File: src/rtl/ram_stream_reader.sv
// ram_stream_reader
//   Read-side master for a 256x32 synchronous RAM. A start pulse latches
//   base_addr/count; the block then issues count consecutive reads
//   (base, base+STRIDE, ... wrapping modulo 2^AW) and streams the returned
//   words out on a valid/ready interface through a small FIFO. A read is only
//   issued when the FIFO is guaranteed to have room for its data, so
//   back-pressure on m_ready never drops a word.
//
// Ports
//   clk, reset          single clock, synchronous active-high reset
//   start               request pulse, ignored while busy
//   base_addr, count    transfer descriptor, sampled with start (count=0: no reads)
//   address, WR, Din    RAM master side (read-only: WR and Din tied low)
//   Do                  RAM read data, valid the cycle after address
//   m_data, m_valid     output stream, driven from the FIFO head
//   m_ready             consumer accept
//   busy                high from the cycle after start through the done cycle
//   done                one-cycle completion pulse
//
// States
//   IDLE  | waiting for start
//   READ  | issuing reads while words remain and the FIFO has room
//   DRAIN | all reads issued, waiting for the consumer to empty the FIFO
//   DONE  | one-cycle completion pulse, back to IDLE

module ram_stream_reader #(
    parameter int AW         = 8,
    parameter int DW         = 32,
    parameter int STRIDE     = 4,
    parameter int FIFO_DEPTH = 2
) (
    input  logic          clk,
    input  logic          reset,
    input  logic          start,
    input  logic [AW-1:0] base_addr,
    input  logic [7:0]    count,
    output logic [AW-1:0] address,
    output logic          WR,
    output logic [DW-1:0] Din,
    input  logic [DW-1:0] Do,
    output logic [DW-1:0] m_data,
    output logic          m_valid,
    input  logic          m_ready,
    output logic          busy,
    output logic          done
);

    localparam int PW = (FIFO_DEPTH > 1) ? $clog2(FIFO_DEPTH) : 1;
    localparam int CW = $clog2(FIFO_DEPTH + 1);

    typedef enum logic [1:0] {IDLE, READ, DRAIN, DONE} state_t;

    state_t          state, state_next;
    logic [7:0]      remaining;
    logic [AW-1:0]   next_addr;
    logic [AW-1:0]   last_addr;
    logic            inflight;
    logic            issue;
    logic            room;
    logic            push;
    logic            pop;
    logic [DW-1:0]   mem [FIFO_DEPTH];
    logic [PW-1:0]   rd_ptr, wr_ptr;
    logic [CW-1:0]   fifo_count, fifo_count_next;

    assign WR      = 1'b0;
    assign Din     = '0;
    assign m_valid = (fifo_count != '0);
    assign m_data  = mem[rd_ptr];
    assign busy    = (state != IDLE);
    assign done    = (state == DONE);

    // RAM data returns one cycle after issue, so the in-flight flag is the push.
    assign push = inflight;
    assign pop  = m_valid & m_ready;

    // A slot freed by this cycle's accept counts as room, which keeps a full
    // word-per-cycle stream going with only two entries.
    assign room = (int'(fifo_count) + int'(inflight) - int'(pop)) < FIFO_DEPTH;

    always_comb begin
        fifo_count_next = fifo_count;
        if (push && !pop)
            fifo_count_next = fifo_count + CW'(1);
        else if (!push && pop)
            fifo_count_next = fifo_count - CW'(1);
    end

    always_comb begin
        state_next = state;
        issue      = 1'b0;
        case (state)
            IDLE: begin
                // A zero-length request passes through DRAIN (already empty)
                // so done lands two cycles after start.
                if (start)
                    state_next = (count == 8'd0) ? DRAIN : READ;
            end
            READ: begin
                if (remaining != 8'd0 && room) begin
                    issue = 1'b1;
                    if (remaining == 8'd1)
                        state_next = DRAIN;
                end
            end
            DRAIN: begin
                // Look at the post-accept occupancy so done follows the last
                // accept by exactly one cycle.
                if (fifo_count_next == '0 && !inflight)
                    state_next = DONE;
            end
            DONE: state_next = IDLE;
            default: state_next = IDLE;
        endcase
    end

    // Address is only driven to a new value in an issue cycle; otherwise it
    // holds the last address issued.
    assign address = issue ? next_addr : last_addr;

    always_ff @(posedge clk) begin
        if (reset) begin
            state      <= IDLE;
            remaining  <= 8'd0;
            next_addr  <= '0;
            last_addr  <= '0;
            inflight   <= 1'b0;
            rd_ptr     <= '0;
            wr_ptr     <= '0;
            fifo_count <= '0;
            for (int i = 0; i < FIFO_DEPTH; i++)
                mem[i] <= '0;
        end else begin
            state      <= state_next;
            inflight   <= issue;
            fifo_count <= fifo_count_next;

            if (state == IDLE && start) begin
                remaining <= count;
                next_addr <= base_addr;
            end

            if (issue) begin
                remaining <= remaining - 8'd1;
                next_addr <= next_addr + AW'(STRIDE);
                last_addr <= next_addr;
            end

            if (push) begin
                mem[wr_ptr] <= Do;
                wr_ptr      <= (wr_ptr == PW'(FIFO_DEPTH - 1)) ? '0 : wr_ptr + PW'(1);
            end

            if (pop)
                rd_ptr <= (rd_ptr == PW'(FIFO_DEPTH - 1)) ? '0 : rd_ptr + PW'(1);
        end
    end

endmodule
File: config.mk
export PLATFORM = sky130hd
export DESIGN_NAME = ram_stream_reader
export DESIGN_NICKNAME = d
export VERILOG_FILES = /design/src/rtl/ram_stream_reader.sv
export SDC_FILE = /design/constraint.sdc
export NUM_CORES = 1
export LEC_CHECK = 0
export BUFFER_PORTS_ARGS = -buffer_cell sky130_fd_sc_hd__buf_2
export CAP_MARGIN = 0
export CORE_ASPECT_RATIO = 1.2
export CORE_UTILIZATION = 48
export DETAILED_ROUTE_END_ITERATION = 7
export HOLD_SLACK_MARGIN = 0.1
export PLACE_DENSITY = 0.81
export SLEW_MARGIN = 20
export SYNTH_ARGS = -nofsm -noshare
export SYNTH_HDL_FRONTEND = slang
export SYNTH_SLANG_ARGS = --single-unit
File: constraint.sdc
create_clock -name clk -period 3.6 [get_ports clk]
set_clock_uncertainty 0.1 [all_clocks]
set_input_delay 0.54 -clock clk [delete_from_list [all_inputs] [get_ports clk]]
set_output_delay 0.54 -clock clk [all_outputs]
set_load 0.02 [all_outputs]
## After elaboration in Yosys (flattened, before gate mapping)

Memory sizes are Yosys's and may differ from the RTL's. A register that Yosys moved wholly into a read port is not among the register bits.
Index checks and enable logic that the tools add are counted.

| word-level totals | value |
|---|---|
| register bits after elaboration | 31 |
| latch bits | 0 |
| bits in writable memories | 64 |
| memory bits (read-only) | 0 |
| input port bits | 52 |
| output and inout bits | 76 |
| word-level logic and storage cells | 70 |
| memories kept | 1 |

Memory list:

| name | words | bits a word | read ports | clocked after Yosys merged registers in | write ports | RTL line | RTL |
|---|---|---|---|---|---|---|---|
| mem | 2 | 32 | 1 | 1 | 2 | 62 | `logic [DW-1:0] mem [FIFO_DEPTH];` |

| cells by class | value |
|---|---|
| add/subtract/negate cells | 8 |
| multipliers | 0 |
| divide/modulo/power cells | 0 |
| $lt $le $gt $ge | 1 |
| equality and inequality tests | 8 |
| shifts and indexed selects | 0 |
| muxes and demuxes | 27 |
| bitwise logic cells | 1 |
| reductions and logical operators | 16 |

Operators by type and width:

| kind | number |
|---|---|
| $mux 8 | 5 |
| $mux 32 | 1 |
| $reduce_or 32->1 | 1 |
| $mux 2 | 7 |
| $mux 1 | 13 |
| $add 8x3->8 const B | 1 |
| $eq 8x1->1 const B | 1 |
| $logic_not 8->1 | 1 |
| $ne 2x2->1 const B | 4 |
| $pmux 2 s4 | 1 |
| $reduce_bool 8->1 | 1 |
| $sub 8x1->8 const B | 1 |
| $reduce_bool 2->1 | 3 |
| $logic_and 1x1->1 | 5 |
| $eq 2x2->1 const B | 2 |
| $logic_not 2->1 | 2 |
| $lt 4x3->1 const B | 1 |
| $reduce_and 4->1 | 1 |
| $sub 3x1->4 | 1 |
| $add 2x1->3 | 1 |
| $add 1x1->1 const B | 2 |
| $add 2x1->2 const B | 1 |
| $eq 2x1->1 const B | 1 |
| $logic_not 1->1 | 2 |
| other kinds (2) | 2 |

## Longest topological paths before layout

Gate-level depths: netlist (run 1).

| logic depth | value |
|---|---|
| depth after elaboration | 9 |
| gate-level depth with buffers | 15 |
| mapped depth without buffers | 12 |

## Worst setup path before layout (run 1)

No wires, ideal clock.

| timing path | value |
|---|---|
| path kind | reg2out |
| start | reg fifo_count[1] |
| end | out address[2] |
| arrival | 2.880 ns |
| data required time | 2.960 ns |
| setup slack | 0.080 ns |
| cell stages (with the launch flop) | 14 |
| buffers on the path | 2 |
| path through | dfxtp_1 inv_1 ha_1 nor2b_1 buf_2 xnor2_1 and2_1 inv_1 fa_1 and2_1 a32o_2 nand2_2 buf_6 mux2_1 |

| between the ends | value |
|---|---|
| longest elaborated chain between the ends | 8 |
| elaborated cells on any way between the ends | 9 |
| classes of those cells | add/sub: 2; order compare: 1; mux: 3; bitwise: 1; reduce/logical: 2 |

Ends and longest elaborated chain:

| item | RTL line | RTL |
|---|---|---|
| start, declared | 64 | `logic [CW-1:0] fifo_count, fifo_count_next;` |
| start signal, assigned | 136 | `fifo_count <= fifo_count_next;` |
| branches (longest 2 deep; another with $add 2x1->3) | n/a |  |
| $sub 3x1->4 (*) | 79 | `assign room = (int'(fifo_count) + int'(inflight) - int'(pop)) < FIFO_DEPTH;` |
| $lt 4x3->1 (*) | 79 |  |
| $logic_and 1x1->1 (*) | 100 | `if (remaining != 8'd0 && room) begin` |
| $mux 1 (*) | 100 |  |
| $mux 1 (*) | 92 | `case (state)` |
| $mux 8 (*) | n/a |  |
| end, declared | 37 | `output logic [AW-1:0] address,` |

Every way passes the cells marked *.

## Worst setup path after layout (run 1)

| timing path | value |
|---|---|
| start | reg fifo_count[0] |
| end | out address[6] |

Same word-level chain as after synthesis.

==> results of run 1 <==
==> final timing paths <==
kind,startpoint,to,slack [ps]
setup / recovery,fifo_count[0],address[6],30
hold / removal,base_addr[1],next_addr[1],350
setup reg to reg,fifo_count[0],remaining[7],350
hold reg to reg,rd_ptr,rd_ptr,430
==> metal layers <==
layer	wire length, um	global-route usage	up-vias
met4	135	0.0687	0
li1	-	-	1634
met3	677	0.0535	16
met2	5430	0.353	115
met5	0	0	-
met1	4040	0.222	1669
==> kinds of logic after synthesis <==
logic type / count (synthesis) / synth area share
fa+ha+maj: 12 / 0.0324
mux: 42 / 0.0967
xor+xnor: 4 / 0.00720
buf+inv: 66 / 0.0820
simple gates: 139 / 0.168
compound gates: 54 / 0.0867
flops: 96 / 0.527
other cells: 1 / 0.000771
==> metrics by stage <==
stage	instance area, um^2	setup slack, ps	setup TNS, ps
after global placement	5360	168	0
after floorplan	4990	79.8	0
after global routing	5930	-35.5	-243
final	5940	28.8	0
after detailed placement	5360	72.2	0
after CTS	5850	-3.69	-9.47
==> power groups by stage <==
stage          sequential [mW]  combinational, mW  clock, mW
2_1_floorplan             1.52               1.31          0
3_3_place_gp              1.53               1.66          0
3_5_place_dp              1.55               1.70          0
4_1_cts                   1.53               1.90       1.09
5_1_grt                   1.56               2.15       1.14
6_report                  1.54               1.98       1.08
==> synthesized netlist by cell type, drive strengths merged, types with 2 or more instances <==
library cell	instances	share of area
and2	67	0.086
edfxtp	64	0.39
buf	42	0.064
mux2	40	0.093
dfxtp	32	0.13
nor2	21	0.016
inv	13	0.010
clkbuf	11	0.0085
ha	11	0.028
a21oi	10	0.011
nor2b	10	0.013
nand3	8	0.0082
a31oi	7	0.0090
a32oi	7	0.014
nand2	7	0.0059
nor3	7	0.0082
o21ai	6	0.0069
a311oi	5	0.0090
a211oi	4	0.0087
nand2b	4	0.0051
or3	4	0.0051
xnor2	4	0.0072
a221oi	3	0.0067
a22oi	3	0.0046
nor3b	3	0.0046
a41o	2	0.0041
mux2i	2	0.0041
or2	2	0.0026
==> flip-flops by register name, indices dropped and copies added (netlist names), named ones only <==
| name | cells |
|---|---|
| fifo_count | 2 |
| inflight | 1 |
| last_addr | 8 |
| mem | 64 |
| next_addr | 8 |
| rd_ptr | 1 |
| remaining | 8 |
| state | 2 |
| wr_ptr | 1 |
==> cell type report <==
| class | count | area, um^2 | share of cell area |
|---|---|---|---|
| clock buffers | 10 | 229 | 0.0386 |
| inverters | 13 | 53.8 | 0.00906 |
| flip-flops and latches | 96 | 2560 | 0.432 |
| diodes | 1 | 2.50 | 0.000421 |
| multi-input cells | 285 | 2120 | 0.356 |
| clock inverters | 6 | 108 | 0.0181 |
| repair buffers | 120 | 709 | 0.119 |
| well taps | 123 | 154 | 0.0259 |
==> critical path, stage by stage, from the launching register on <==
cell	delay [ps]
dfxtp_2	360
inv_4	50
ha_4	170
nor2b_4	140
xnor2_2	130
and2_4	180
inv_2	40
fa_1	480
and2_4	170
a32o_2	280
nand2_4	130
mux2_4	330
buf_6	130
==> repair_timing <==
action / in CTS / in global routing
gates cloned: 1 / 0
buffers inserted: 7 / 7
endpoints found under the setup margin: 8 / 8
pin swaps: 5 / 5
gates resized for setup: 30 / 9
hold buffers: 0 / 0
==> impl_results.md, run 1 <==
* Int Pwr at 2.94 mW
* Drt initial violations at 130
* Worst skew pair latency at 340 ps
* Async S/R FF share, synth at 0
* I/O Buffers at 94
* Final Hold Viols at 0
* Post-Synthesis Cell Area at 4870 um^2
* Ys flop type: edfxtp_1
* Finish-stage setup viols at 0
* MaxCap Viol Count at 0
* Post-synth EDFFs at 64
* DRT antenna net count at 0
* CP max FO at 5
* Sink Count at 96
* Most frequent cells in the layout: buf_2 (87), and2_1 (65), edfxtp_1 (64), conb_1 (33), mux2_2 (32)
* Cell variety after synth at 56
* Clock slew at reported path FFs at 70 ps
* Clock Power Share at 0.234
* Hold Path Class: in2reg
* Peak supply drop at 0.000454 V
* Largest net degree at the start of global routing at 38
* Initial antenna violation count at 0
* Lkg Pwr at 2.57 nW
* Die footprint at 10500 um^2
* Slew Viols, Final at 0
* Seq pwr share at 0.334
* Crit share post-route at 0.992
* Gr ovfl total at 0
* Power Density at 774 nW/um^2
* Detailed-route via count at 3434
* Maximum operating frequency at 280 MHz
* Core Area at 9660 um^2
* Vias per inst at 5.25
* TritonCTS buffer count at 9
* Logic gate share of total power at 0.431
* Tmin final at 3570 ps
* Post-synthesis sequential area ratio at 0.527
* DP HPWL at 6.70 mm
* DRC at 0
* First-pass iteration count of the detailed router at 4
* P&R area growth vs syn at 22.0%
* CTS tree: built
* Post-Synthesis Cells at 414
* Syn_area_per_cell at 11.8 um^2
* Die Wd at 93.9 um
* Total Power at 4.60 mW
* IO Pins at 128
* Share of cells above drive strength 1 at 0.375
* Fill count at 791
* Detailed Route WL at 10.3 mm
* Cell Rows at 39
* Min Hold Slack at 345 ps
* Routed WL per cell at 15.7 um
* Placer congestion estimate at 0.862
* Root Buffer: clkbuf_16
* R2R depth at 14
* CTS H-tree depth at 3
* Sw Ratio at 0.359
* Worst setup path class: reg2out
* Worst Path Arrival at 2930 ps
* Unrepaired setup endpoints after global routing: yes
* Status: finished clean
* Synth warnings at 0
* Number of global-route vias before repair at 3397
* GRT Util Overall at 0.197
* Nets at 589
* First-pass GRT wire length at 15.9 mm
* Fin cells at 654
* Worst hold stages at 3
* Startpoint Class: flop
* Initial core utilization at 0.504
* Yosys reg bits at 96
* CTS max path bufs at 2
* Die H at 112 um
* Placed Cells at 622
* Switch Pwr at 1.65 mW
* Commonest non-fill, non-tap cell in the layout: buf_2
* Relative slew margins at 0.466
* Worst-margin pin slew at 801 ps
* Element type at the critical path end: primary output
* Required time of the critical path at 2960 ps
* Final core occ at 0.614
(Power assumes the default switching activity.)
==> run 2: changes to the inputs <==
--- a/config.mk
+++ b/config.mk
@@ -8,10 +8,11 @@
 export BUFFER_PORTS_ARGS = -buffer_cell sky130_fd_sc_hd__buf_2
 export CAP_MARGIN = 0
 export CORE_ASPECT_RATIO = 1.2
-export CORE_UTILIZATION = 48
+export CORE_UTILIZATION = 54
 export DETAILED_ROUTE_END_ITERATION = 7
 export HOLD_SLACK_MARGIN = 0.1
-export PLACE_DENSITY = 0.81
+export MAX_ROUTING_LAYER = met4
+export PLACE_DENSITY = 0.85
 export SLEW_MARGIN = 20
 export SYNTH_ARGS = -nofsm -noshare
 export SYNTH_HDL_FRONTEND = slang
==> constraint.sdc (replaced) <==
create_clock -name clk -period 4.45 [get_ports clk]
set_clock_uncertainty 0.1 [all_clocks]
set_input_delay 0.6675 -clock clk [delete_from_list [all_inputs] [get_ports clk]]
set_output_delay 0.6675 -clock clk [all_outputs]
set_load 0.02 [all_outputs]
==> impl_results.md, run 2 (synthesis gave the netlist of run 1 again) <==
* Unrepaired setup endpoints after global routing: no
* Vias per inst at 5.29 (+0.72%)
* P&R area growth vs syn at 13.5%
* Slowest-stage cell, CP: fa_1
* Cell Rows at 37 (-5.1%)
* Worst-margin pin slew at 802 ps (+0.843 ps)
* Routed WL per cell at 15.0 um (-4.8%)
* Switch Pwr at 1.24 mW (-25%)
* Min Hold Slack at 409 ps (+63.5 ps)
* Tmin final at 4190 ps
* Seq pwr share at 0.395 (+0.061)
* CP max FO at 22 (+17)
* DP HPWL at 6.54 mm (-2.4%)
* Relative slew margins at 0.465 (-0.000562)
* Final Hold Viols at 0 (unchanged)
* CTS H-tree depth at 3 (unchanged)
* Share of cells above drive strength 1 at 0.322 (-0.0533)
* Initial antenna violation count at 1 (+1)
* Placer congestion estimate at 0.841 (-2.3%)
* IO Pins at 128 (unchanged)
* Critical Path, Cell by Cell: inv_1 -> ha_1 -> nor2b_1 -> xnor2_1 -> and2_1 -> inv_1 -> fa_1 -> and2_1 -> a32o_2 -> nand2_4 -> mux2_1 -> buf_2
* First-pass GRT wire length at 14.4 mm (-9.9%)
* Cts hold-fix bufs at 0 (unchanged)
* Most frequent cells in the layout: buf_2 (94), and2_1 (67), edfxtp_1 (64), mux2_2 (35), conb_1 (33)
* Sink Count at 96 (unchanged)
* Largest net degree at the start of global routing at 38 (unchanged)
* Finish-stage setup viols at 0 (unchanged)
* Peak supply drop at 0.000368 V (-19%)
* Largest register FFs at 64 (unchanged)
* Gr ovfl total at 0 (unchanged)
* Critical path's largest stage delay at 450 ps (-30 ps)
* Int Pwr at 1.92 mW (-35%)
* Die footprint at 9400 um^2 (-11%)
* Initial core utilization at 0.562 (+0.0584)
* Power Density at 572 nW/um^2 (-26%)
* Worst Path Arrival at 3430 ps (+500 ps)
* CTS max path bufs at 2 (unchanged)
* Startpoint Class: flop
* Sw Ratio at 0.392 (+0.0331)
* Lkg Pwr at 2.35 nW (-8.5%)
* Drt initial violations at 128 (-1.5%)
* Clock Power Share at 0.186 (-0.048)
* DRT antenna net count at 0 (unchanged)
* Status: finished clean
* Crit share post-route at 0.942
* Maximum operating frequency at 238 MHz
* Number of global-route vias before repair at 3132 (-7.8%)
* Setup_tns at 0 ps (unchanged)
* Hold Path Origin: next_addr[0]
* Die H at 106 um (-5.6%)
* Commonest non-fill, non-tap cell in the layout: buf_2
* Biggest register: mem
* Element type at the critical path end: primary output
* Die Wd at 88.7 um (-5.6%)
* First-pass iteration count of the detailed router at 8 (+4)
* Worst skew pair latency at 370 ps (+30 ps)
* Nets at 568 (-3.6%)
* Worst setup path class: reg2out
* Reg2reg start: fifo_count[0]
* TritonCTS buffer count at 9 (unchanged)
* Detailed Route WL at 9.39 mm (-8.7%)
* GRT Util Overall at 0.207 (+0.00978)
* Clock slew at reported path FFs at 100 ps (+30 ps)
* CP Launch Point: fifo_count[0]
* Core Area at 8660 um^2 (-10%)
* Logic gate share of total power at 0.419 (-0.012)
* Root Buffer: clkbuf_8
* Slew Viols, Final at 0 (unchanged)
* Required time of the critical path at 3680 ps (+720 ps)
* CTS tree: built
* Detailed-route via count at 3316 (-3.4%)
* I/O Buffers at 94 (unchanged)
* MaxCap Viol Count at 0 (unchanged)
* Setup repair bufs after CTS at 0 (-7)
* DRC at 0 (unchanged)
* Hold Path Class: reg2reg
## run 2: power by group through the flow
stage / clock, mW / sequential (mW) / combinational, mW
final: 0.587 / 1.25 / 1.32
after global routing: 0.627 / 1.27 / 1.45
after CTS: 0.595 / 1.25 / 1.32
after detailed placement: 0 / 1.27 / 1.31
after global placement: 0 / 1.25 / 1.27
after floorplan: 0 / 1.23 / 1.06
## run 2: timing repair
item | CTS | global route
resized for setup | 0 | 2
endpoints found under the hold margin | 0 | 0
setup endpoints to repair | 0 | 8
## run 2: final timing paths
| check | end | slack (ps) | cells after the start |
|---|---|---|---|
| setup / recovery | address[4] | 260 | 12 |
| hold reg to reg | next_addr[0] | 410 | 2 |
| setup reg to reg | remaining[7] | 1170 | 12 |
| hold / removal | next_addr[0] | 410 | 2 |
## run 2: layout make-up
class | instances | area (um^2)
inverter | 13 | 48.8
clock buffer | 9 | 124
clock inverter | 7 | 81.3
multi-input combinational | 284 | 2040
antenna | 1 | 2.50
timing repair buffer | 100 | 515
sequential | 96 | 2560
tap | 117 | 146
fill | 682 | 3140
## run 2: worst max-delay path, delay by kind of cell (launching register included)
family	cells	cell delay (ps)
AOI/OAI and AO/OA	1	270
buffers and inverters	3	340
xor gates and xnor gates	1	170
muxes	1	370
and+or+nand+nor	4	770
DFF	1	430
adders and majority gates	2	690
## run 2: metal layers
metal  GRT usage  share of wire  up-vias
met2       0.354           0.53      125
met3      0.0435          0.057       14
li1            -              -     1592
met5           -              0        -
met1       0.230           0.40     1585
met4      0.0887          0.015        0
## run 2: metrics by stage
step | util | setup WS [ps] | power (mW) | instance area [um^2] | instances
after floorplan | - | 802 | 2.29 | 4990 | 446
after global placement | 0.613 | 593 | 2.52 | 5310 | 610
after detailed placement | 0.613 | 467 | 2.58 | 5310 | 610
after CTS | 0.637 | 25.8 | 3.16 | 5510 | 626
after global routing | 0.638 | 44.9 | 3.35 | 5520 | 627
final | 0.638 | 256 | 3.16 | 5520 | 627
